$ cat src/rtl/regfile_ctx_pkg.sv
// Shared encodings for the context-switching register file: operation codes,
// copy FSM states and copy direction.
package regfile_ctx_pkg;

  typedef enum logic [2:0] {
    OP_NOP   = 3'd0,
    OP_LLI   = 3'd1,
    OP_LUI   = 3'd2,
    OP_ALU   = 3'd3,
    OP_TOACC = 3'd4,
    OP_MOV   = 3'd5,
    OP_LOAD  = 3'd6,
    OP_INC   = 3'd7
  } op_e;

  typedef enum logic [1:0] {
    ST_IDLE      = 2'd0,
    ST_SAVING    = 2'd1,
    ST_RESTORING = 2'd2
  } state_e;

  localparam logic COPY_DIR_SAVE    = 1'b0;
  localparam logic COPY_DIR_RESTORE = 1'b1;

endpackage

$ cat src/rtl/ctx_copy_fsm.sv
// Sequences a whole-bank copy between the live and shadow register banks,
// one register per cycle, and reports progress through BUSY and DONE.
module ctx_copy_fsm
  import regfile_ctx_pkg::*;
#(
  parameter int NUM_REGS = 16,
  localparam int IDX_W = $clog2(NUM_REGS)
) (
  input  logic             CLK,
  input  logic             RESET_N,
  input  logic             SAVE,
  input  logic             RESTORE,
  output logic             copy_en,
  output logic             copy_dir,
  output logic [IDX_W-1:0] copy_idx,
  output logic             BUSY,
  output logic             DONE
);

  localparam logic [IDX_W-1:0] LAST_IDX = IDX_W'(NUM_REGS - 1);

  state_e           state_r;
  logic [IDX_W-1:0] idx_r;
  logic             busy_r;
  logic             done_r;

  // Copy state machine; requests are only sampled in IDLE, so mid-copy requests drop.
  always_ff @(posedge CLK or negedge RESET_N) begin
    if (!RESET_N) begin
      state_r <= ST_IDLE;
      idx_r   <= '0;
      busy_r  <= 1'b0;
      done_r  <= 1'b0;
    end else begin
      case (state_r)
        ST_IDLE: begin
          done_r <= 1'b0;
          idx_r  <= '0;
          if (SAVE) begin
            state_r <= ST_SAVING;
            busy_r  <= 1'b1;
          end else if (RESTORE) begin
            state_r <= ST_RESTORING;
            busy_r  <= 1'b1;
          end else begin
            state_r <= ST_IDLE;
            busy_r  <= 1'b0;
          end
        end
        ST_SAVING, ST_RESTORING: begin
          if (idx_r == LAST_IDX) begin
            state_r <= ST_IDLE;
            idx_r   <= '0;
            busy_r  <= 1'b0;
            done_r  <= 1'b1;
          end else begin
            idx_r   <= idx_r + IDX_W'(1);
          end
        end
        default: begin
          state_r <= ST_IDLE;
          idx_r   <= '0;
          busy_r  <= 1'b0;
          done_r  <= 1'b0;
        end
      endcase
    end
  end

  assign copy_en  = (state_r != ST_IDLE);
  assign copy_dir = (state_r == ST_RESTORING) ? COPY_DIR_RESTORE : COPY_DIR_SAVE;
  assign copy_idx = idx_r;
  assign BUSY     = busy_r;
  assign DONE     = done_r;

endmodule

$ cat src/rtl/regfile_ctx.sv
// Accumulator register file with pointer post-increment and a shadow bank
// that is saved/restored one register per cycle for interrupt entry and exit.
module regfile_ctx
  import regfile_ctx_pkg::*;
#(
  parameter int DATA_W   = 8,
  parameter int NUM_REGS = 16,
  localparam int IMM_W  = DATA_W / 2,
  localparam int SEL_W  = $clog2(NUM_REGS),
  localparam int ADDR_W = 2 * DATA_W
) (
  input  logic              CLK,
  input  logic              RESET_N,
  input  logic [2:0]        OP,
  input  logic [SEL_W-1:0]  SEL,
  input  logic [IMM_W-1:0]  IMM,
  input  logic [DATA_W-1:0] ANS,
  input  logic [DATA_W-1:0] MEMIN,
  input  logic              SAVE,
  input  logic              RESTORE,
  output logic [DATA_W-1:0] ACC,
  output logic [ADDR_W-1:0] ADDRESS,
  output logic [DATA_W-1:0] RDATA,
  output logic              BUSY,
  output logic              DONE
);

  logic [DATA_W-1:0] live_r   [NUM_REGS];
  logic [DATA_W-1:0] shadow_r [NUM_REGS];

  logic              copy_en_s;
  logic              copy_dir_s;
  logic [SEL_W-1:0]  copy_idx_s;
  logic [ADDR_W-1:0] ptr_s;
  logic [ADDR_W-1:0] ptr_inc_s;

  ctx_copy_fsm #(
    .NUM_REGS (NUM_REGS)
  ) u_copy_fsm (
    .CLK      (CLK),
    .RESET_N  (RESET_N),
    .SAVE     (SAVE),
    .RESTORE  (RESTORE),
    .copy_en  (copy_en_s),
    .copy_dir (copy_dir_s),
    .copy_idx (copy_idx_s),
    .BUSY     (BUSY),
    .DONE     (DONE)
  );

  assign ptr_s     = {live_r[1], live_r[0]};
  assign ptr_inc_s = ptr_s + ADDR_W'(1);

  // Live bank: restore copy has priority; OPs only execute while no copy is running.
  always_ff @(posedge CLK or negedge RESET_N) begin
    if (!RESET_N) begin
      for (int i = 0; i < NUM_REGS; i++) begin
        live_r[i] <= '0;
      end
    end else if (copy_en_s) begin
      if (copy_dir_s == COPY_DIR_RESTORE) begin
        live_r[copy_idx_s] <= shadow_r[copy_idx_s];
      end
    end else begin
      case (op_e'(OP))
        OP_NOP:   ;
        OP_LLI:   live_r[0] <= {live_r[0][DATA_W-1:IMM_W], IMM};
        OP_LUI:   live_r[0] <= {IMM, live_r[0][IMM_W-1:0]};
        OP_ALU:   live_r[0] <= ANS;
        OP_TOACC: live_r[0] <= live_r[SEL];
        OP_MOV:   live_r[SEL] <= live_r[0];
        OP_LOAD:  live_r[SEL] <= MEMIN;
        OP_INC:   {live_r[1], live_r[0]} <= ptr_inc_s;
        default:  ;
      endcase
    end
  end

  // Shadow bank captures the live bank during a save copy.
  always_ff @(posedge CLK or negedge RESET_N) begin
    if (!RESET_N) begin
      for (int i = 0; i < NUM_REGS; i++) begin
        shadow_r[i] <= '0;
      end
    end else if (copy_en_s && (copy_dir_s == COPY_DIR_SAVE)) begin
      shadow_r[copy_idx_s] <= live_r[copy_idx_s];
    end
  end

  assign ACC     = live_r[0];
  assign ADDRESS = ptr_s;
  assign RDATA   = live_r[SEL];

endmodule

$ cat config.mk
export PLATFORM = sky130hd
export DESIGN_NAME = regfile_ctx
export DESIGN_NICKNAME = d
export VERILOG_FILES = /design/src/rtl/regfile_ctx_pkg.sv /design/src/rtl/ctx_copy_fsm.sv /design/src/rtl/regfile_ctx.sv
export SDC_FILE = /design/constraint.sdc
export NUM_CORES = 1
export LEC_CHECK = 0
export CAP_MARGIN = 40
export CORE_MARGIN = 5
export CORE_UTILIZATION = 31
export DETAILED_ROUTE_END_ITERATION = 12
export HOLD_SLACK_MARGIN = 0.02
export SLEW_MARGIN = 5
export SYNTH_ARGS = -nofsm -noshare
export SYNTH_HDL_FRONTEND = slang
export SYNTH_SLANG_ARGS = --single-unit
$ cat constraint.sdc
create_clock -name CLK -period 2.9 [get_ports CLK]
set_input_delay 0.29 -clock CLK [delete_from_list [all_inputs] [get_ports CLK]]
set_output_delay 0.29 -clock CLK [all_outputs]
set_load 0.01 [all_outputs]
==> results_dict.tcl, run 1 <==
set metrics [dict create \
    die_area_sq_um 54400 \
    synth_nets 1538 \
    critPathArrivalTime_ns 2.56 \
    yosysSeqAreaShare_pct 42.8 \
    nets 1577 \
    vias 12700 \
    crit_cells 3 \
    insertion_delay_ns 0.57 \
    numPortBuffers 64 \
    crit_start "ADDRESS[13]" \
    core-area_sq_um 49200 \
    syn_inst 1500 \
    synth-adder-area-share_pct 0.567 \
    synth_edf_count 0 \
    synth-xor-area-share_pct 0.283 \
    crit_slowest_cell "mux4_2" \
    status "complete, no violations" \
    ys_seq_elements 264 \
    antenna_cells 0 \
    yosysMostFrequentCell "dfrtp_1" \
    grt-ovfl-total 0 \
    synth_ff_type "dfrtp_1" \
    path_delay_family "multiplexers" \
    clock_skew_ns 0.0217 \
    setup_viol 0 \
    yosys-mux-area-fraction_pct 17.1 \
    antenna_found_initial 0 \
    die_width_um 233 \
    yosysTopAreaCell "dfrtp_1" \
    wl_per_cell_um 22.6 \
    ant_nets 0 \
    worst_pin_slew_ns 0.806 \
    ys_warn_count 0 \
    fill_cells 4821 \
    start_kind "register" \
    start_util_pct 31.4 \
    syn-cell-area_sq_um 15400 \
    cts_tree "done" \
    wl_um 50200 \
    rrSetupSlack_ns 0.22 \
    grt_pass1_vias 12200 \
    cts_max_path_buffers 3 \
    period_minus_slack_ns 2.85 \
    synth_top_area_share_pct 42.8 \
    synth.area.top_cells "dfrtp_1, mux4_2, o21ai_0" \
    numCtsBuffers 28 \
    pwr_density_cell_nw_per_um2 1010 \
    worstRegToRegCells 6 \
    grt_max_degree 71 \
    syn_area_per_cell_sq_um 10.3 \
    max-cap-violations 0 \
    synth-simple-area-share_pct 13.4 \
    clk_transition_reported_paths_ns 0.07 \
    die_h_um 233 \
    drt_iter0_markers 1278 \
    fin_crit_sh_pct 98.3 \
    num_rows 81 \
    io_pins 65 \
    ir_worst_vdd_mv 0.477 \
    slowest_delay_ns 0.52 \
    hold_viol_final 0 \
    drc 0 \
    whs_ns 0.279 \
    fmax_ghz 0.351 \
    crit_type "register to output pin" \
    worstReg2RegEnd "live_r[92]" \
    via_per_inst 5.70 \
    grtUsageTotal_pct 18.2 \
    ys_top_cells_by_count "dfrtp_1, nand2_1, o21ai_0, a22o_1, mux4_2" \
    grt_setup_unrepaired "no" \
    cpMostUsedCell "mux4_2" \
    required_ns 2.61 \
    htreeDepth 1 \
    cts.sinks 264 \
    ys_types 74 \
    p_leak_nw 7.03 \
    slew_violations 0 \
    gp_congestion 0.927 \
    async_reset_ff_share_pct 100 \
    synth_compound_area_share_pct 20.0 \
    path_cells "mux4_2 -> mux4_2 -> clkdlybuf4s50_1" \
    crit_path_end "RDATA[5]" \
    path_buf_inv 1 \
    regToRegStartpoint "u_copy_fsm.state_r[0]" \
    drive_above_1_share_pct 18.6 \
    synthToLayoutAreaGrowth_pct 16.7 \
    crit_fanout 8 \
    grt_first_pass_wirelength_um 77700 \
    slew_headroom_pct 46.1 \
    tns_ns 0 \
    drtPass1Iterations 5 \
    cts-root-buf "clkbuf_16" \
    synth_top_family_by_area "compound AO/OA/AOI/OAI gates" \
    end_kind "output pin" \
    dp_hpwl_um 36300 \
    holdCritPathClass "input port to async pin" \
]
## sequential cells by signal, summed over array words and instances (netlist names)
signal and cells:
u_copy_fsm.DONE 1, live_r 112, ADDRESS 8, u_copy_fsm.state_r 2
u_copy_fsm.copy_idx 4, shadow_r 128, ACC 8, u_copy_fsm.BUSY 1
## layout make-up
cell class / instances / area [sq um] / share of cell area, %
Clock inverter: 14 / 280 / 1.55
Multi-Input combinational cell: 1067 / 7970 / 44.2
Tap cell: 664 / 831 / 4.61
Timing Repair Buffer: 153 / 1420 / 7.86
Clock buffer: 38 / 830 / 4.60
Inverter: 25 / 93.8 / 0.520
Sequential cell: 264 / 6610 / 36.7
## worst min-delay path by stage
| stage | start | to |
|---|---|---|
| 2_1_floorplan | RESET_N | ACC[0] |
| 3_3_place_gp | RESET_N | ACC[5] |
| 3_5_place_dp | RESET_N | ACC[5] |
| 4_1_cts | RESET_N | ACC[5] |
| 5_1_grt | RESET_N | ACC[5] |
| 6_report | RESET_N | ACC[5] |
## report_power, final
group | switching (mW) | internal (mW)
registers | 1.34 | 4.83
logic | 4.23 | 3.51
clock network | 1.56 | 2.71
total | 7.12 | 11.0
## cells in the final DEF, fill, tap and decap left out, types with 8 or more instances in the layout
cell type	n
dfrtp_1	261
nand2_1	233
o21ai_0	206
a22o_1	112
mux4_2	96
nor2_1	83
a21oi_1	79
buf_4	79
clkdlybuf4s50_1	60
mux2i_1	37
clkbuf_16	29
inv_1	24
nand3_1	23
nor2b_1	14
and2_1	12
o21ai_1	12
o21ai_2	11
nand2b_1	10
nor3_2	9
buf_12	9
and3_1	8
bufinv_16	8
## metrics by stage
| step | power (mW) | cell area (sq um) | worst slack, ns | cells | utilization (%) |
|---|---|---|---|---|---|
| 2_1_floorplan | 10.7 | 15400 | 0.479 | 1500 | - |
| 4_1_cts | 18.1 | 18000 | 0.0465 | 2225 | 36.7 |
| 3_5_place_dp | 13.8 | 16900 | 0.122 | 2171 | 34.4 |
| 6_report | 18.2 | 18000 | 0.0487 | 2225 | 36.7 |
| 3_3_place_gp | 13.7 | 16900 | 0.151 | 2169 | 34.4 |
| 5_1_grt | 18.9 | 18000 | 0.00880 | 2225 | 36.7 |
## kinds of logic (layout without fill, tap and decap cells)
group | Yosys count | count (layout)
compound gates | 473 | 473
xor+xnor | 5 | 5
fa+ha+maj | 7 | 7
buf+inv | 169 | 230
flops | 264 | 264
mux | 139 | 139
simple gates | 443 | 443
## metal layers
| layer | track usage [%] | vias up | routed length, um |
|---|---|---|---|
| met5 | 0 | - | 0 |
| met4 | 7.62 | 0 | 2290 |
| li1 | - | 5575 | - |
| met1 | 25.5 | 6336 | 20600 |
| met2 | 28.2 | 657 | 22800 |
| met3 | 2.98 | 113 | 4480 |
## timing repair
item	CTS	global route
gates resized for setup	2	0
hold buffers	1	0
endpoints found under the hold margin	63	0
setup endpoints to repair	1	0
buffers inserted	1	0
(Power assumes the default switching activity.)
==> run 2, diff against run 1 <==
CORE_UTILIZATION = 62   (was 31)
PLACE_DENSITY = 0.81   (was not set)
==> results_dict.tcl, run 2 (synthesis results as in run 1) <==
set metrics [dict create \
    required_ns 2.61 \
    reg.largest.list "shadow_r: 128 flops, live_r: 112 flops" \
    core-area_sq_um 24500 \
    final_common_cell "dfrtp_1" \
    worstRegToRegCells 7 \
    numPortBuffers 64 \
    fmax_ghz 0.349 \
    grt_setup_unrepaired "no" \
    clk_transition_reported_paths_ns 0.06 \
    drtPass1Iterations 6 \
    cts_tree "done" \
    wl_met2_um 21500 \
    numCtsBuffers 29 \
    worst_pin_slew_ns 0.910 \
    grt-ovfl-total 0 \
    io_pins 65 \
    dr.max_layer_used "met5" \
    dpl-instance-area_sq_um 16600 \
    insertion_delay_ns 0.57 \
    antenna_found_initial 3 \
    cts.sinks 264 \
    holdCritPathClass "input port to async pin" \
    cts_max_path_buffers 3 \
    via_per_inst 7.01 \
    largest_register_ffs 128 \
    ir_worst_vdd_mv 0.733 \
    clock_skew_ns 0.0167 \
    slew_headroom_pct 39.1 \
    met1_length_um 18900 \
    hold_viol_final 0 \
    die_area_sq_um 28200 \
    max-cap-violations 0 \
    finalInstanceArea_sq_um 17600 \
    grt_pass1_vias 13200 \
    setup_viol 0 \
    preCtsSetupSlack_ns 0.140 \
    die_width_um 168 \
    start_util_pct 63.2 \
    crit_type "register to output pin" \
    ant_nets 0 \
    critPathArrivalTime_ns 2.57 \
    regMostFlops "shadow_r" \
    end_kind "output pin" \
    wl_um 49400 \
    grt_max_degree 76 \
    final_cell_mix "dfrtp_1, nand2_1, o21ai_0" \
    start_kind "register" \
    postCtsSetupRepairBufs 0 \
    grt_first_pass_wirelength_um 77100 \
    drive_above_1_share_pct 19.5 \
    drc 0 \
    nets 1599 \
    drt_iter0_markers 1987 \
    fin_crit_sh_pct 98.7 \
    wl_per_cell_um 25.9 \
    die_h_um 168 \
    antenna_cells 0 \
    p_leak_nw 7.04 \
    cts-root-buf "clkbuf_16" \
    vias 13300 \
    num_rows 57 \
    grtUsageTotal_pct 34.8 \
    gp_congestion 0.982 \
    htreeDepth 1 \
    status "complete, no violations" \
    setup_ws_ns 0.0367 \
    pwr_density_cell_nw_per_um2 1000 \
    tns_ns 0 \
    dp_hpwl_um 34000 \
    dr_wl_met3_um 6100 \
    crit_fanout 3 \
    synthToLayoutAreaGrowth_pct 13.8 \
    period_minus_slack_ns 2.86 \
    slew_violations 0 \
    fill_cells 1681 \
]
## run 2: cell count changes in the layout (fill, tap and decap cells not counted), sizes merged
| cell | before | now |
|---|---|---|
| dlygate4sd2 | 1 | 0 |
| dlymetal6s2s | 0 | 1 |
| buf | 91 | 112 |
| bufinv | 8 | 1 |
| clkbuf | 38 | 41 |
| inv | 24 | 26 |
## run 2: per-stage QoR
stage	hold slack, ns	total power, mW	utilization, %	std cells
floorplan	-0.00559	10.7	-	1500
CTS	0.288	17.3	71.8	1904
detailed placement	0.286	13.6	67.9	1853
global placement	0.282	13.4	67.7	1847
global route	0.336	18.3	71.9	1904
finish	0.269	17.6	71.9	1904
## run 2: path summary, 6_finish.rpt
kind / endpoint / from / slack [ns]
min reg2reg: shadow_r[32] / shadow_r[32] / 0.48
max reg2reg: live_r[80] / u_copy_fsm.state_r[0] / 0.13
min: shadow_r[107] / RESET_N / 0.27
max: RDATA[7] / live_r[95] / 0.04
max in group asynchronous: ACC[2] / RESET_N / 1.79
min in group CLK: ACC[0] / SEL[0] / 0.38
## run 2: power breakdown
| group | switching (mW) | total (mW) | internal (mW) |
|---|---|---|---|
| Sequential | 1.17 | 6.00 | 4.84 |
| Clock | 1.54 | 3.66 | 2.13 |
| Combinational | 4.42 | 7.96 | 3.54 |
| Total | 7.12 | 17.6 | 10.5 |
## run 2: routing by layer
metal	GRT usage, %	vias to the layer above
li1	-	5620
met3	9.47	224
met4	16.0	4
met1	49.2	6475
met5	0	-
met2	50.8	1019
## run 2: final cells by class
| type | count | area (sq um) | area share, % |
|---|---|---|---|
| sequential | 264 | 6620 | 37.6 |
| multi-input combinational | 1067 | 7970 | 45.3 |
| clock buffer | 41 | 851 | 4.84 |
| inverter | 25 | 93.8 | 0.534 |
| clock inverter | 9 | 91.3 | 0.519 |
| timing repair buffer | 174 | 1560 | 8.86 |
| tap | 324 | 405 | 2.31 |
## run 2: what timing repair did
item	in CTS	in global routing
hold buffers	1	0
endpoints found under the hold margin	67	0
setup endpoints to repair	1	3
gates resized for setup	1	5
pin swaps	0	0
## run 2: worst max-delay path, cell delays in order, from the launching register on
cell	delay (ns)
dfrtp_1	0.44
mux4_1	0.52
mux2_2	0.31
mux2i_4	0.19
inv_1	0.07
clkdlybuf4s50_1	0.49
==> run 3, diff against run 2 <==
ABC_AREA = 1   (was not set)
==> results_dict.tcl, run 3 <==
set metrics [dict create \
    holdCritPathClass "input port to async pin" \
    yosysMostFrequentCell "nand2_1" \
    critPathArrivalTime_ns 2.51 \
    synth.area.top_cells "dfrtp_1, nand2_1, nor2_1" \
    synth_ff_type "dfrtp_1" \
    largest_register_ffs 128 \
    synthToLayoutAreaGrowth_pct 11.0 \
    slew_headroom_pct 49.8 \
    htreeDepth 1 \
    fmax_ghz 0.357 \
    cts_max_path_buffers 3 \
    status "complete, no violations" \
    syn-cell-area_sq_um 16700 \
    hold_viol_final 0 \
    reg.largest.list "shadow_r: 128 flops, live_r: 112 flops" \
    async_reset_ff_share_pct 100 \
    busiest_layer "met2" \
    end_kind "output pin" \
    synth_edf_count 0 \
    drt_iter0_markers 2657 \
    clk_transition_reported_paths_ns 0.06 \
    cpMostUsedCell "nand2_1" \
    ys_top_cells_by_count "nand2_1, nor2_1, dfrtp_1, o21ai_0, inv_1" \
    combPwrFrac_pct 51.5 \
    numCtsBuffers 29 \
    use_met1_pct 54.1 \
    grt_util_met2_pct 56.2 \
    whs_ns 0.317 \
    max-cap-violations 0 \
    worstReg2RegEnd "shadow_r[67]" \
    num_rows 60 \
    wl_um 59700 \
    drtPass1Iterations 10 \
    cts-root-buf "clkbuf_16" \
    postCtsSetupRepairBufs 0 \
    grt_pass1_vias 16500 \
    antenna_found_initial 0 \
    grt_max_degree 88 \
    grt_first_pass_wirelength_um 93600 \
    crit_type "input port to output pin" \
    p_clk_share_pct 19.5 \
    final_util_pct 69.3 \
    synth_top_area_share_pct 39.5 \
    fill_cells 2218 \
    start_util_pct 62.5 \
    tns_ns 0 \
    yosysTopAreaCell "dfrtp_1" \
    core-area_sq_um 26800 \
    use_met3_pct 9.87 \
    insertion_delay_ns 0.58 \
    crit_slowest_cell "clkdlybuf4s50_1" \
    cts.sinks 264 \
    slew_violations 0 \
    clock_skew_ns 0.0209 \
    die_width_um 174 \
    ir_worst_vdd_mv 0.613 \
    slowest_delay_ns 0.51 \
    nets 2450 \
    numPortBuffers 64 \
    io_pins 65 \
    syn_inst 2405 \
    via_per_inst 6.32 \
    grt_setup_unrepaired "no" \
    period_minus_slack_ns 2.80 \
    vias 17500 \
    ant_nets 0 \
    dp_hpwl_um 40900 \
    worst_pin_slew_ns 0.754 \
    rrSetupSlack_ns 0.17 \
    final_cell_mix "nand2_1, nor2_1, dfrtp_1" \
    p_sw_mw 10.3 \
    synth_nets 2443 \
    fin_crit_sh_pct 96.5 \
    start_kind "input port" \
    p_leak_nw 8.51 \
    ys_seq_elements 264 \
    wl_per_cell_um 21.5 \
    grtUsageTotal_pct 38.5 \
    fin_cells 2776 \
    cts_tree "done" \
    p_sw_share_pct 49.5 \
    path_cells "clkdlybuf4s50_1 -> inv_2 -> nand2_1 -> buf_4 -> nor2_1 -> nor2_1 -> nand2_1 -> nand2_1 -> nand4_1 -> clkdlybuf4s50_1" \
    p_int_mw 10.5 \
    setup_viol 0 \
    drive_above_1_share_pct 10.2 \
    final_common_cell "nand2_1" \
    die_area_sq_um 30400 \
    place_inst 2721 \
    regMostFlops "shadow_r" \
    ys_types 45 \
    ys_warn_count 0 \
    crit_fanout 9 \
    antenna_cells 0 \
    gp_congestion 1.00 \
    syn_area_per_cell_sq_um 6.96 \
    grt-ovfl-total 0 \
    drc 0 \
    pwr_density_cell_nw_per_um2 1120 \
    regToRegStartpoint "u_copy_fsm.copy_idx[0]" \
    yosysSeqAreaShare_pct 39.5 \
    required_ns 2.61 \
    die_h_um 174 \
    pwr-share-seq_pct 29.0 \
    worstRegToRegCells 9 \
]
-- run 3: worst max path at each step --
stage,end,startpoint
floorplan,live_r[13],u_copy_fsm.copy_idx[0]
global placement,RDATA[4],SEL[1]
detailed placement,RDATA[0],SEL[1]
CTS,RDATA[0],SEL[1]
global route,RDATA[0],ACC[0]
finish,RDATA[0],SEL[1]
-- run 3: final cells by class --
cell class	count	area (sq um)	area share [%]
Sequential cell	264	6610	35.6
Inverter	189	714	3.85
Clock buffer	37	796	4.28
Multi-Input combinational cell	1798	8470	45.6
Tap cell	341	427	2.30
Clock inverter	17	239	1.29
Timing Repair Buffer	130	1330	7.14
-- run 3: stage by stage --
stage	total power, mW	instance area, sq um	setup slack, ns
2_1_floorplan	12.5	16700	0.561
3_3_place_gp	16.0	17500	0.142
3_5_place_dp	16.2	17500	0.153
4_1_cts	20.3	18600	0.149
5_1_grt	21.7	18600	0.00941
6_report	20.8	18600	0.101
-- run 3: power by group through the flow --
stage | sequential, mW | combinational, mW | clock, mW
finish | 6.02 | 10.7 | 4.06
global route | 6.14 | 11.4 | 4.22
CTS | 5.97 | 10.3 | 4.05
detailed placement | 6.02 | 10.2 | 0
global placement | 5.98 | 9.97 | 0
floorplan | 5.58 | 6.97 | 0
-- run 3: per-layer routing --
| layer | share of wire [%] | vias up |
|---|---|---|
| met2 | 42 | 1244 |
| met3 | 13 | 243 |
| li1 | - | 7828 |
| met4 | 5.5 | 0 |
| met5 | 0 | - |
| met1 | 39 | 8219 |
-- run 3: kinds of logic after synthesis --
| family | after synthesis | share of synthesized area (%) |
|---|---|---|
| AO/OA/AOI/OAI | 618 | 21.1 |
| flip-flops | 264 | 39.5 |
| AND/OR/NAND/NOR | 1173 | 29.0 |
| buffers and inverters | 343 | 9.95 |
| adder cells (fa/ha/maj) | 7 | 0.523 |
-- run 3: repair_timing --
item,CTS,global route
gates resized for setup,0,0
hold endpoints to repair,82,0
hold buffers,1,0
-- run 3: worst max-delay path, delay by kind of cell --
kind	cells	cell delay, ns
simple gates	6	0.90
buf+inv	4	1.32
